`src/rtl/cpa_final_pipe_if.sv`:
```
// Valid/ready bundle between the compressor tree, the final adder and its consumer.
// The master side drives the rows and consumes the product; the slave is the adder.
interface cpa_final_pipe_if #(
  parameter int W = 16
);
  logic         in_valid;
  logic         in_ready;
  logic [W-1:0] in_sum;
  logic [W-1:0] in_carry;
  logic         out_valid;
  logic         out_ready;
  logic [W-1:0] out_prod;
  logic         out_ovf;

  modport master (
    output in_valid, in_sum, in_carry, out_ready,
    input  in_ready, out_valid, out_prod, out_ovf
  );

  modport slave (
    input  in_valid, in_sum, in_carry, out_ready,
    output in_ready, out_valid, out_prod, out_ovf
  );
endinterface

```
`src/rtl/cpa_final_pipe.sv`:
```
// Two-stage carry-propagate adder for the compressor-tree rows: stage 1 adds the low half,
// stage 2 adds the high half plus the low carry. Full backpressure, no bubbles.
module cpa_final_pipe #(
  parameter int W    = 16,
  parameter int LO_W = W / 2
) (
  input logic              clk,
  input logic              rst_n,
  cpa_final_pipe_if.slave  bus
);
  localparam int HI_W = W - LO_W;

  logic            s1_valid;
  logic            s2_valid;
  logic [LO_W-1:0] lo_sum;
  logic            lo_c;
  logic [HI_W-1:0] hi_s;
  logic [HI_W-1:0] hi_c;
  logic [W-1:0]    prod_q;
  logic            ovf_q;

  logic            s2_free;
  logic            s1_adv;
  logic            in_ready_c;
  logic            in_fire;
  logic [LO_W:0]   lo_add;
  logic [HI_W:0]   hi_add;

  // Ready ripples back combinationally so a full pipe can accept and emit on the same edge.
  always_comb begin
    s2_free    = !s2_valid || bus.out_ready;
    s1_adv     = s1_valid && s2_free;
    in_ready_c = !s1_valid || s2_free;
    in_fire    = bus.in_valid && in_ready_c;
    lo_add     = {1'b0, bus.in_sum[LO_W-1:0]} + {1'b0, bus.in_carry[LO_W-1:0]};
    hi_add     = {1'b0, hi_s} + {1'b0, hi_c} + {{HI_W{1'b0}}, lo_c};
  end

  assign bus.in_ready  = in_ready_c;
  assign bus.out_valid = s2_valid;
  assign bus.out_prod  = prod_q;
  assign bus.out_ovf   = ovf_q;

  always_ff @(posedge clk or negedge rst_n) begin
    if (!rst_n) begin
      s1_valid <= 1'b0;
      s2_valid <= 1'b0;
    end else begin
      s1_valid <= in_fire | (s1_valid && !s2_free);
      s2_valid <= s1_adv | (s2_valid && !bus.out_ready);
    end
  end

  // Data registers only load on a transfer, so idle X on the inputs never reaches them.
  always_ff @(posedge clk or negedge rst_n) begin
    if (!rst_n) begin
      lo_sum <= '0;
      lo_c   <= 1'b0;
      hi_s   <= '0;
      hi_c   <= '0;
      prod_q <= '0;
      ovf_q  <= 1'b0;
    end else begin
      if (in_fire) begin
        lo_sum <= lo_add[LO_W-1:0];
        lo_c   <= lo_add[LO_W];
        hi_s   <= bus.in_sum[W-1:LO_W];
        hi_c   <= bus.in_carry[W-1:LO_W];
      end
      if (s1_adv) begin
        prod_q <= {hi_add[HI_W-1:0], lo_sum};
        ovf_q  <= hi_add[HI_W];
      end
    end
  end
endmodule

```
`src/flat_wrapper.sv`:
```
// flat-port wrapper written by rule: the top's interface ports become plain ports
module cpa_final_pipe_flat 
#(
  parameter int W    = 16,
  parameter int LO_W = W / 2
)
  (clk, rst_n, bus_in_valid, bus_in_sum, bus_in_carry, bus_out_ready, bus_in_ready, bus_out_valid, bus_out_prod, bus_out_ovf);
  cpa_final_pipe_if #(.W(W)) bus_i ();
  input logic clk;
  input logic rst_n;
  input wire logic [$bits(bus_i.in_valid)-1:0] bus_in_valid;
  input wire logic [$bits(bus_i.in_sum)-1:0] bus_in_sum;
  input wire logic [$bits(bus_i.in_carry)-1:0] bus_in_carry;
  input wire logic [$bits(bus_i.out_ready)-1:0] bus_out_ready;
  output wire logic [$bits(bus_i.in_ready)-1:0] bus_in_ready;
  output wire logic [$bits(bus_i.out_valid)-1:0] bus_out_valid;
  output wire logic [$bits(bus_i.out_prod)-1:0] bus_out_prod;
  output wire logic [$bits(bus_i.out_ovf)-1:0] bus_out_ovf;
  assign bus_i.in_valid = bus_in_valid;
  assign bus_i.in_sum = bus_in_sum;
  assign bus_i.in_carry = bus_in_carry;
  assign bus_i.out_ready = bus_out_ready;
  assign bus_in_ready = bus_i.in_ready;
  assign bus_out_valid = bus_i.out_valid;
  assign bus_out_prod = bus_i.out_prod;
  assign bus_out_ovf = bus_i.out_ovf;
  cpa_final_pipe #(.W(W), .LO_W(LO_W)) u_core (.clk(clk), .rst_n(rst_n), .bus(bus_i));
endmodule
```
`config.mk`:
```
export PLATFORM = sky130hd
export DESIGN_NAME = cpa_final_pipe_flat
export DESIGN_NICKNAME = d
export VERILOG_FILES = /design/src/rtl/cpa_final_pipe_if.sv /design/src/rtl/cpa_final_pipe.sv /design/src/flat_wrapper.sv
export SDC_FILE = /design/constraint.sdc
export NUM_CORES = 1
export LEC_CHECK = 0
export ABC_AREA = 0
export CELL_PAD_IN_SITES_DETAIL_PLACEMENT = 1
export CELL_PAD_IN_SITES_GLOBAL_PLACEMENT = 1
export CORE_ASPECT_RATIO = 1.25
export CORE_MARGIN = 2
export CORE_UTILIZATION = 40
export DETAILED_ROUTE_END_ITERATION = 8
export HOLD_SLACK_MARGIN = 0.1
export PLACE_DENSITY_LB_ADDON = 0.1
export REMOVE_ABC_BUFFERS = 1
export SLEW_MARGIN = 5
export SYNTH_ARGS = -nofsm -noshare
export SYNTH_HDL_FRONTEND = slang
export SYNTH_SLANG_ARGS = --single-unit
```
`constraint.sdc`:
```
create_clock -name clk -period 5.3 [get_ports clk]
set_input_delay 0.53 -clock clk [delete_from_list [all_inputs] [get_ports clk]]
set_output_delay 0.53 -clock clk [all_outputs]
set_load 0.01 [all_outputs]
```
# [Word level (Yosys, flattened, before mapping)]
# Cells that the tools add are included.
[classes] addsub=3 n_bitwise=2 reduce_logical=10
[ops] operator="$add 8x8->9" count=2
[ops] operator="$add 9x1->9" count=1
[ops] operator="$logic_and 1x1->1" count=4
[ops] operator="$logic_not 1->1" count=4
[ops] operator="$logic_or 1x1->1" count=2
[ops] operator="$or 1x1->1" count=2
[totals] reg_bits=44 in_bits=36 out_inout_bits=19 word_cells=23

# [Longest topological paths before layout]
[depth] ltp_word=5 ltp_mapped=6 depth_no_buf=6

# [Worst setup path before layout]
# Ideal clock, no wire load.
[synth_timing] path_type="reg2reg" startpoint="reg u_core.hi_c[0]" endpoint="reg u_core.ovf_q, in the netlist u_core.bus.out_ovf" setup_time_ps=124 arrival_time_ps=2041 t_required_ps=5176 slack_ps=3135 stages_incl_launch_ff=7 n_path_buf=0 period_less_slack_ps=2165 path_cell_list="dfrtp_1 fa_1 fa_1 a21oi_2 o21ai_1 o221a_1 o31a_1"
[synth_via] elab_chain_len=2
[synth_rtl] item="start, declared" line_no="cpa_final_pipe.sv:18" rtl="logic [HI_W-1:0] hi_c;"
[synth_rtl] item="start signal, assigned" line_no="cpa_final_pipe.sv:68" rtl="hi_c <= bus.in_carry[W-1:LO_W];"
[synth_rtl] item="$add 8x8->9" line_no="cpa_final_pipe.sv:36" rtl="hi_add = {1'b0, hi_s} + {1'b0, hi_c} + {{HI_W{1'b0}}, lo_c};"
[synth_rtl] item="$add 9x1->9" line_no="cpa_final_pipe.sv:36"
[synth_rtl] item="end signal, assigned" line_no="cpa_final_pipe.sv:72" rtl="ovf_q <= hi_add[HI_W];"
[synth_rtl] item="end, declared" line_no="cpa_final_pipe.sv:20" rtl="logic ovf_q;"
# Every way passes these cells.
# A chain may end at the register's enable or synchronous reset.

# [Final worst setup path]
[layout_timing] startpoint="in bus_in_carry[0]" endpoint="reg u_core.lo_sum[6]"
[layout_via] elab_chain_len=1
[layout_rtl] item="start, declared" line_no="flat_wrapper.sv:13" rtl="input wire logic [$bits(bus_i.in_carry)-1:0] bus_in_carry;"
[layout_rtl] item="$add 8x8->9" line_no="cpa_final_pipe.sv:35" rtl="lo_add = {1'b0, bus.in_sum[LO_W-1:0]} + {1'b0, bus.in_carry[LO_W-1:0]};"
[layout_rtl] item="end signal, assigned" line_no="cpa_final_pipe.sv:65" rtl="lo_sum <= lo_add[LO_W-1:0];"
[layout_rtl] item="end, declared" line_no="cpa_final_pipe.sv:15" rtl="logic [LO_W-1:0] lo_sum;"
# Every way passes these cells.

==> out/results.ini <==
[placed_design]
post_dp_cell_area_um2=2900
placed_insts=364
placement.io_buffers=54
final_weighted_congestion_in_routability_driven_placement=0.755
detailedPlacementHpwl_mm=4.08

[finish]
finalNetCount=359
post_route_cells_drive_above_1_share=0.0330
n_antenna_cell=0
finalInstanceArea_um2=2970
finalCoreUtilization=0.521
area_growth_pct=27.6
fill_cells=687
final_cells=369

[floorplanning]
core_area_um2=5700
die_w_um=72.2
initial_core_utilization=0.408
row_count=31
die_area_um2=6450
num_io_pins=55
die_height_um=89.3

[yosys]
ys_top_cells_by_area=dfrtp_1 (47%), nand2_1 (16%), ha_1 (8.1%)
syn-instance-count=252
yosys.area.top_type=dfrtp_1
yosysWarningCount=0
synth_largest_type_area_fraction=0.473
synth_seq_area_share=0.473
ys.flop_type=dfrtp_1
synth-edff-count=0
syn_avg_cell_area_um2=9.24
post_syn_area_um2=2330
synth_cell_type_count=46
synthArstFlopShare=1.00
synth.ff_latch_count=44

[clock_tree]
cts.path.max_buffers=2
clk_transition_reported_paths_ns=0.08
numCtsBuffers=5
tritoncts=done
postCtsSetupRepairBufs=0
insertion_delay_ns=0.30
clock_tree_root=clkbuf_8
cts_repair_resized_insts=0
holdBufCountCts=0
htree_levels=2
sink_count=44

[route]
routedWlPerCell_um=14.9
detail_route_antenna_nets=0
highest_routed_metal_layer=met4
drt-pass1-iter-count=4
drt_iter0_drc=66
route.met3.wl_um=205
wl_met1_mm=2.38
avgViaCountPerCell=5.34
met2WireLength_mm=2.81
drc=0
dr_total_vias=1971
detailed_route_wire_length_mm=5.50

[timing]
hold_slack_ns=0.382
timing.final.crit_share=0.441
maxSlewViolCount=0
worst_clock_skew_ns=0.00692
max_freq_ghz=0.428
final_period_minus_worst_setup_slack_ns=2.34
fin_tns_setup_ns=0
worst_pin_slew_ns=0.974
unrepaired_setup_endpoints_after_global_routing=no
worst_slew_margin_rel=0.349
finalSetupViolations=0
finalHoldViolations=0

[critical_path]
startpoint_type=input port
crit_required_ns=5.48
worstSetupEndpointType=register
critPathArrivalTime_ns=2.52
cp_max_fo=3
path_class=in2reg

[run]
drv_cap=0

[worst_hold_path]
hold_path_class=in2async

[grt]
grt_overflow_total=0
grt_antenna_before_repair=0
grt_start_max_net_pins=45
grt_pass1_vias=2056
grtUsageTotal=0.191
grt_first_pass_wirelength_mm=9.44

[power]
leakagePower_nw=1.40
pwr_density_cell_nw_per_um2=338
irDropWorstVdd_mv=0.109

[run_status]
outcome=finished clean

routing by layer:
| layer | global-route usage | vias to the layer above |
|---|---|---|
| li1 | - | 963 |
| met3 | 0.0372 | 7 |
| met2 | 0.341 | 43 |
| met4 | 0.0738 | 0 |
| met1 | 0.226 | 958 |
| met5 | 0 | - |
worst max-delay path: stages:
cell and delay [ns]:
clkdlybuf4s50_1 0.40, ha_1 0.25, fa_1 0.41, a21oi_1 0.26
o211ai_1 0.16, a211o_1 0.31, a31o_1 0.20
power breakdown:
group	switching, mW	internal (mW)
Combinational	0.170	0.187
Sequential	0.0428	0.409
Clock	0.109	0.0852
worst paths after layout:
path / startpoint / cells past startpoint / slack, ns / to
min: rst_n / 1 / 0.38 / u_core.hi_c[1]
max: bus_in_carry[0] / 7 / 2.96 / u_core.lo_sum[6]
max reg2reg: u_core.hi_c[0] / 6 / 2.98 / u_core.bus.out_ovf
min reg2reg: u_core.lo_sum[5] / 2 / 0.47 / u_core.bus.out_prod[5]
min in group clk: u_core.lo_sum[5] / 2 / 0.47 / u_core.bus.out_prod[5]
max in group asynchronous: rst_n / 1 / 4.30 / u_core.hi_s[6]
synthesized netlist by cell type, types with 2 or more instances:
| library cell | instances |
|---|---|
| o21a_1 | 4 |
| buf_2 | 6 |
| nor2b_1 | 3 |
| nor4b_1 | 2 |
| and2_1 | 2 |
| a21o_1 | 2 |
| fa_1 | 3 |
| o21ai_1 | 2 |
| a211oi_1 | 3 |
| nand2_1 | 101 |
| xnor2_1 | 2 |
| a21oi_1 | 5 |
| nor2_1 | 3 |
| nor3_1 | 2 |
| o311ai_1 | 2 |
| inv_1 | 5 |
| dfrtp_1 | 44 |
| o31ai_1 | 5 |
| o21ai_0 | 6 |
| or3_1 | 2 |
| o31a_1 | 2 |
| or4_1 | 2 |
| a211o_1 | 2 |
| nand2b_1 | 3 |
| ha_1 | 15 |
| nand3_1 | 2 |
| o211ai_1 | 3 |
layout by cell type (no fill, tap or decap), drive strengths merged, types with 2 or more instances in the layout:
cell and count:
a211o 2, a211oi 4, a21o 2, a21oi 6
and2 2, clkbuf 5, clkdlybuf4s50 53, dfrtp 44
fa 3, ha 15, inv 5, nand2 101
nand2b 3, nand3 2, nand3b 2, nor2 3
nor2b 3, nor3 2, nor4b 2, o211ai 3
o21a 4, o21ai 8, o311ai 2, o31a 2
o31ai 5, or3 2, or4 2, xnor2 2
registers in the layout, indices dropped and copies added, names as in the netlist:
name / flops
u_core.bus.out_prod: 16
u_core.bus.out_ovf: 1
u_core.lo_sum: 8
u_core.lo_c: 1
u_core.hi_s: 8
u_core.bus.out_valid: 1
u_core.hi_c: 8
u_core.s1_valid: 1
through the flow:
stage          power (mW)  setup WS [ns]
3_3_place_gp        0.810           2.68
2_1_floorplan       0.647           3.14
5_1_grt              1.08           2.84
4_1_cts              1.02           2.96
6_report             1.00           2.96
3_5_place_dp        0.821           2.65
cell type report:
type	instances	area (um2)	share of cell area
clock buffers	5	68.8	0.0232
inverters	5	18.8	0.00632
flip-flops and latches	44	1100	0.371
repair buffers	54	536	0.180
well taps	66	82.6	0.0278
multi-input cells	195	1160	0.391
cells by family after synthesis:
family / synth area share
buf+inv: 0.0274
simple gates: 0.231
flops: 0.473
compound gates: 0.151
xor+xnor: 0.0113
fa+ha+maj: 0.106
No activity file was read; power rests on OpenSTA's default activity.
